**src/rtl/cla_pkg.sv**
```systemverilog
// Shared types and default geometry for the cache line adaptor.
package cla_pkg;

  typedef enum logic [1:0] {
    IDLE  = 2'd0,
    READ  = 2'd1,
    WRITE = 2'd2,
    DONE  = 2'd3
  } cla_state_t;

  localparam int unsigned LINE_W_DEF  = 256;
  localparam int unsigned BURST_W_DEF = 64;
  localparam int unsigned ADDR_W_DEF  = 32;
  localparam int unsigned BEATS       = LINE_W_DEF / BURST_W_DEF;
  localparam int unsigned CNT_W       = (BEATS > 1) ? $clog2(BEATS) : 1;

endpackage

```
**src/rtl/cla_beat_counter.sv**
```systemverilog
// Modulo-BEATS beat counter shared by the read and write burst paths.
module cla_beat_counter #(
  parameter int unsigned BEATS = 4,
  parameter int unsigned CNT_W = 2
) (
  input  logic             i_clk,
  input  logic             i_rst_n,
  input  logic             i_inc,
  input  logic             i_clr,
  output logic [CNT_W-1:0] o_cnt,
  output logic             o_last
);

  logic [CNT_W-1:0] r_cnt;

  assign o_cnt  = r_cnt;
  assign o_last = (r_cnt == CNT_W'(BEATS - 1));

  always_ff @(posedge i_clk) begin
    if (!i_rst_n) begin
      r_cnt <= '0;
    end else if (i_clr) begin
      r_cnt <= '0;
    end else if (i_inc) begin
      r_cnt <= o_last ? '0 : r_cnt + 1'b1;
    end
  end

endmodule

```
**src/rtl/cacheline_adaptor.sv**
```systemverilog
// Cache line (LINE_W) to memory burst (BURST_W) adaptor.
// Optional CLA_ADDR_ALIGN_EN forces line-aligned memory addresses.
module cacheline_adaptor
  import cla_pkg::*;
#(
  parameter int unsigned LINE_W  = LINE_W_DEF,
  parameter int unsigned BURST_W = BURST_W_DEF,
  parameter int unsigned ADDR_W  = ADDR_W_DEF
) (
  input  logic               clk,
  input  logic               rst,
  input  logic [LINE_W-1:0]  line_i,
  output logic [LINE_W-1:0]  line_o,
  input  logic [ADDR_W-1:0]  address_i,
  input  logic               read_i,
  input  logic               write_i,
  output logic               resp_o,
  input  logic [BURST_W-1:0] burst_i,
  output logic [BURST_W-1:0] burst_o,
  output logic [ADDR_W-1:0]  address_o,
  output logic               read_o,
  output logic               write_o,
  input  logic               resp_i
);

  localparam int unsigned L_BEATS = LINE_W / BURST_W;
  localparam int unsigned L_CNT_W = (L_BEATS > 1) ? $clog2(L_BEATS) : 1;
  localparam int unsigned OFF_W   = $clog2(LINE_W / 8);

  cla_state_t          r_state;
  cla_state_t          w_next_state;
  logic [ADDR_W-1:0]   r_addr;
  logic [LINE_W-1:0]   r_wline;
  logic [LINE_W-1:0]   r_shadow;
  logic [LINE_W-1:0]   r_line_o;
  logic [LINE_W-1:0]   w_shadow_next;
  logic [L_CNT_W-1:0]  w_cnt;
  logic                w_last;
  logic                w_beat;

  assign w_beat = resp_i && ((r_state == READ) || (r_state == WRITE));

  cla_beat_counter #(
    .BEATS (L_BEATS),
    .CNT_W (L_CNT_W)
  ) u_cnt (
    .i_clk   (clk),
    .i_rst_n (rst),
    .i_inc   (w_beat),
    .i_clr   (r_state == IDLE),
    .o_cnt   (w_cnt),
    .o_last  (w_last)
  );

  always_ff @(posedge clk) begin
    if (!rst) begin
      r_state <= IDLE;
    end else begin
      r_state <= w_next_state;
    end
  end

  always_comb begin
    w_next_state = r_state;
    read_o       = 1'b0;
    write_o      = 1'b0;
    resp_o       = 1'b0;
    case (r_state)
      IDLE: begin
        if (read_i) begin
          w_next_state = READ;
        end else if (write_i) begin
          w_next_state = WRITE;
        end
      end
      READ: begin
        read_o = 1'b1;
        if (resp_i && w_last) w_next_state = DONE;
      end
      WRITE: begin
        write_o = 1'b1;
        if (resp_i && w_last) w_next_state = DONE;
      end
      DONE: begin
        resp_o       = 1'b1;
        w_next_state = IDLE;
      end
      default: w_next_state = IDLE;
    endcase
  end

  // Partial read data lives only in r_shadow; line_o is refreshed once per completed line.
  always_comb begin
    w_shadow_next = r_shadow;
    w_shadow_next[w_cnt*BURST_W +: BURST_W] = burst_i;
  end

  always_ff @(posedge clk) begin
    if (!rst) begin
      r_addr   <= '0;
      r_wline  <= '0;
      r_shadow <= '0;
      r_line_o <= '0;
    end else begin
      case (r_state)
        IDLE: begin
          if (read_i) begin
            r_addr <= address_i;
          end else if (write_i) begin
            r_addr  <= address_i;
            r_wline <= line_i;
          end
        end
        READ: begin
          if (resp_i) begin
            r_shadow <= w_shadow_next;
            if (w_last) r_line_o <= w_shadow_next;
          end
        end
        default: ;
      endcase
    end
  end

  always_comb begin
    line_o    = r_line_o;
    burst_o   = r_wline[w_cnt*BURST_W +: BURST_W];
    address_o = r_addr;
`ifdef CLA_ADDR_ALIGN_EN
    address_o[OFF_W-1:0] = '0;
`endif
  end

endmodule

```
**config.mk**
```make
export PLATFORM = sky130hd
export DESIGN_NAME = cacheline_adaptor
export DESIGN_NICKNAME = d
export VERILOG_FILES = /design/src/rtl/cla_pkg.sv /design/src/rtl/cla_beat_counter.sv /design/src/rtl/cacheline_adaptor.sv
export SDC_FILE = /design/constraint.sdc
export NUM_CORES = 2
export LEC_CHECK = 0
export ABC_AREA = 1
export BUFFER_PORTS_ARGS = -buffer_cell sky130_fd_sc_hd__buf_2
export CAP_MARGIN = 20
export CORE_UTILIZATION = 36
export CTS_CLUSTER_DIAMETER = 100
export DETAILED_ROUTE_END_ITERATION = 12
export GPL_ROUTABILITY_DRIVEN = 0
export SKIP_LAST_GASP = 1
export SLEW_MARGIN = 20
export SYNTH_ARGS = -nofsm -noshare
export SYNTH_HDL_FRONTEND = slang
export SYNTH_HIERARCHICAL = 1
export SYNTH_SLANG_ARGS = --single-unit
export TNS_END_PERCENT = 5
```
**constraint.sdc**
```tcl
create_clock -name clk -period 2.1 [get_ports clk]
set_input_delay 0.42 -clock clk [delete_from_list [all_inputs] [get_ports clk]]
set_output_delay 0.42 -clock clk [all_outputs]
set_load 0.02 [all_outputs]
```
==> results by stage <==
Floorplanning:
- The core region is 101700 um2.
- The height of the die is 322.4 um.
- The I/O pin count is 712.
- The effective utilization at floorplan is 36.32%.
- The die width is 322.4 um.
- The die covers 103900 um2.
- The row count is 117.

GRT:
- The initial antenna violation count is 16.
- Entering global routing, the biggest net connects 97 pins.
- Global routing used 24.32% of the available tracks.
- The via count of the first global-routing pass was 33.95k.
- For this run the aggregate overflow at the end of global routing stands at 0.
- The wire length of the first global-routing pass is 196800 um.

Drt:
- The first-pass detailed-route iteration total is 8.
- The mean routed wirelength per cell is 17.07 um.
- The violation count after the first detailed-routing iteration is 2850.
- For this run, design rule violations remaining after detail routing come to 0.
- Using the TritonRoute via totals, the vias-per-cell ratio works out to 4.849.
- The detailed-route wire length on metal 1 is 57110 um.
- For this block, the via count after detailed routing is 37.36k.
- The highest layer used for signal routing is met5.
- The total met2 wirelength after detailed routing is 58710 um.
- For this block, the routed nets add up to 131600 um of wire.
- In this run the remaining antenna-violating nets after routing total 0.
- The met3 wirelength from detailed routing is 9052 um.

Worst setup path:
- STA puts the critical path data required time at 1680 ps.
- The worst register-to-register path has a depth of 10.
- The worst register-to-register path ends at line_o[215].
- The startpoint identified for the worst register-to-register timing path is u_cnt/o_cnt[0].
- In this run the worst setup path terminates at burst_o[37].
- The critical path start-end classification is flop to primary output.
- In this run the worst path has a maximum fanout of 5.
- The worst setup path is launched from a flop.
- STA classifies the critical path endpoint as a primary output.
- The most critical setup path has its startpoint at u_cnt/o_cnt[0].
- The worst register-to-register path has a setup slack of 0 ps.
- The worst path arrival time is 2060 ps.

Timing:
- The worst setup skew after layout is 38.47 ps.
- The hold violation total from the final report was 0.
- For the final routed database, the setup TNS stands at -19230 ps.
- Setup repair after global routing could not meet its margin everywhere.
- Dividing the final minimum period by the clock period gives 117.9%.
- Setup violations remaining at the end of the flow were counted as 66.
- The transition time of the tightest slew-check pin is 540.4 ps.
- The worst setup slack after layout is -376.7 ps.
- The minimum clock period after layout is 2477 ps.
- The highest clock rate is 403.8 MHz.
- The number of pins exceeding their max-slew limit in the final report is 0.
- The normalized max-slew margin is 63.98%.

Clock network:
- The cell chosen for the clock root is clkbuf_16.
- After clock tree synthesis, the clock-pin slew on the worst setup and hold paths is 60 ps.
- The TritonCTS clock tree is done.
- The total clock buffers created by CTS is 94.
- The source-to-sink clock delay at the later pin of the worst-skew pair is 680 ps.
- The H-tree was split into 3 levels.
- The maximum clock path buffer count is 3.
- For this design, the sink count on the clock tree is 804.

Yosys:
- The sequential element share of the synthesized area is 43.56%.
- The synthesized netlist occupies a cell area of 36950 um2.
- The synthesized design contains 0 enable-type register cells.
- The fraction of registers with async set/reset is 0%.
- For this run, the leading register cell type out of synthesis is dfxtp_1.
- In the post-synthesis netlist, the biggest area contributors are dfxtp_1 (44%), nand2_1 (9.9%), inv_1 (9.2%).
- Counting flops and latches in the post-synthesis netlist gives 804.
- Synthesis handed over a netlist of 5508 instances.
- The Yosys step of the flow raised 6 warnings.
- Among all cell types in the netlist, the one instantiated most often is nand2_1.
- The mean cell area of the mapped netlist is 6.708 um2.
- After synthesis, the netlist uses 19 different library cells.
- The commonest cells after synthesis are nand2_1 (976), inv_1 (910), dfxtp_1 (804).
- In this run the biggest area consumer among cell types represents 43.56% of the synthesized area.
- The library cell with the largest summed area after synthesis is dfxtp_1.
- The number of nets produced by synthesis is 5875.

Placement:
- During placement, the flow inserted port buffers numbering 711.
- The estimated wirelength of the detail-placed design is 88250 um.
- The pre-CTS setup slack is -177.9 ps.

Run status:
- The final reports fail on negative setup slack.
- The run finished, with violations left.

Power and ir drop:
- The worst-case IR drop observed on VDD is 701.0 uV.
- The leakage power of the design is 24.02 nW.
- For this design the ratio of total power to cell area is 1023 nW/um2.

Job:
- Across the run, the number of max-cap violations was 0.

Finish:
- The share of post-route cells with drive strength above 1 is 16.94%.
- The net count of the finished layout is 6611.
- Relative to the synthesized area, the layout overhead comes to 30.13%.

Hold path:
- The worst hold path stage count is 3.
- The class of the most critical hold timing path is input pin to flop.
[flip-flops by register name, indices dropped and copies added, names as in the netlist]
| signal | cells |
|---|---|
| r_shadow | 256 |
| r_wline | 256 |
| address_o | 32 |
| r_state | 2 |
| u_cnt/o_cnt | 2 |
| line_o | 256 |
[cell usage in the layout, fill, tap and decap left out, types with 5 or more instances in the layout]
cell / synthesis / final
nand2_1: 976 / 976
inv_1: 910 / 906
dfxtp_1: 804 / 802
nor2_1: 774 / 773
buf_2: 170 / 671
nand3_1: 642 / 642
o21ai_0: 420 / 394
a21oi_1: 258 / 258
o21a_1: 256 / 256
dlygate4sd3_1: 0 / 148
clkbuf_16: 0 / 98
buf_4: 24 / 98
buf_12: 0 / 69
o22ai_1: 64 / 55
clkbuf_8: 0 / 28
diode_2: 0 / 17
o21ai_1: 0 / 16
clkinv_2: 0 / 16
clkbuf_1: 164 / 15
buf_16: 0 / 13
buf_6: 0 / 13
o21ai_2: 0 / 10
ha_1: 10 / 9
o22ai_2: 0 / 8
bufinv_16: 0 / 8
inv_2: 6 / 6
nor2_4: 2 / 5
[how the worst min path moves through the flow]
stage | to | from | slack, ps
after floorplan | r_wline[100] | r_wline[100] | 420
after global placement | r_wline[128] | r_wline[128] | 430
after detailed placement | r_wline[66] | r_wline[66] | 430
after CTS | r_wline[22] | line_i[22] | 0.2
after global routing | r_wline[113] | line_i[113] | 20
final | r_wline[85] | line_i[85] | 50
[critical path, cell delays in order, from the launching register on]
cell	delay (ps)
dfxtp_4	390
buf_12	130
buf_16	140
buf_12	130
buf_4	110
o21ai_2	60
o22ai_4	260
buf_6	170
[per-layer routing]
| layer | GRT usage (%) | vias to the layer above |
|---|---|---|
| met5 | 0 | - |
| met4 | 12.61 | 2 |
| met3 | 4.791 | 293 |
| met2 | 38.38 | 1261 |
| met1 | 31.34 | 17150 |
| li1 | - | 18660 |
[power by group]
group	internal, mW	switching (mW)
clock network	10.3	6.87
registers	17.6	1.17
logic	4.94	8.33
total	32.8	16.4
[kinds of logic (layout without fill, tap and decap cells)]
logic type                 Yosys count  after routing  synth area share (%)
AOI/OAI and AO/OA                  999            999                 15.49
adders and majority gates           10             10                0.3386
buffers and inverters             1297           2110                 14.00
DFF                                804            804                 43.56
other                                0             17                     0
and+or+nand+nor                   2398           2398                 26.61
[final cells by class]
type | instances | area (um2)
multi-input combinational | 3407 | 15820
antenna | 17 | 42.54
timing repair buffer | 1021 | 7661
inverter | 916 | 3463
fill | 10270 | 53660
clock inverter | 35 | 461.7
tap | 1368 | 1712
clock buffer | 138 | 2819
sequential | 804 | 16100
[stage by stage]
stage / area, um2 / hold slack, ps / total power [mW] / instances / util [%]
after CTS: 47850 / 0.2187 / 49.31 / 7682 / 47.03
after floorplan: 36950 / 420.5 / 27.00 / 5508 / -
after detailed placement: 42380 / 431.6 / 30.98 / 7337 / 41.65
after global routing: 48080 / 19.27 / 51.85 / 7703 / 47.25
after global placement: 42380 / 428.3 / 30.72 / 7337 / 41.65
final: 48080 / 52.87 / 49.21 / 7706 / 47.26
[timing repair]
item / 4_1_cts / 5_1_grt
gates cloned: 11 / 3
resized for setup: 95 / 41
pin swaps: 12 / 13
endpoints found under the hold margin: 148 / 0
buffers inserted: 13 / 5
hold buffers: 148 / 0
endpoints found under the setup margin: 64 / 190
Power figures use the tool's default switching activity.
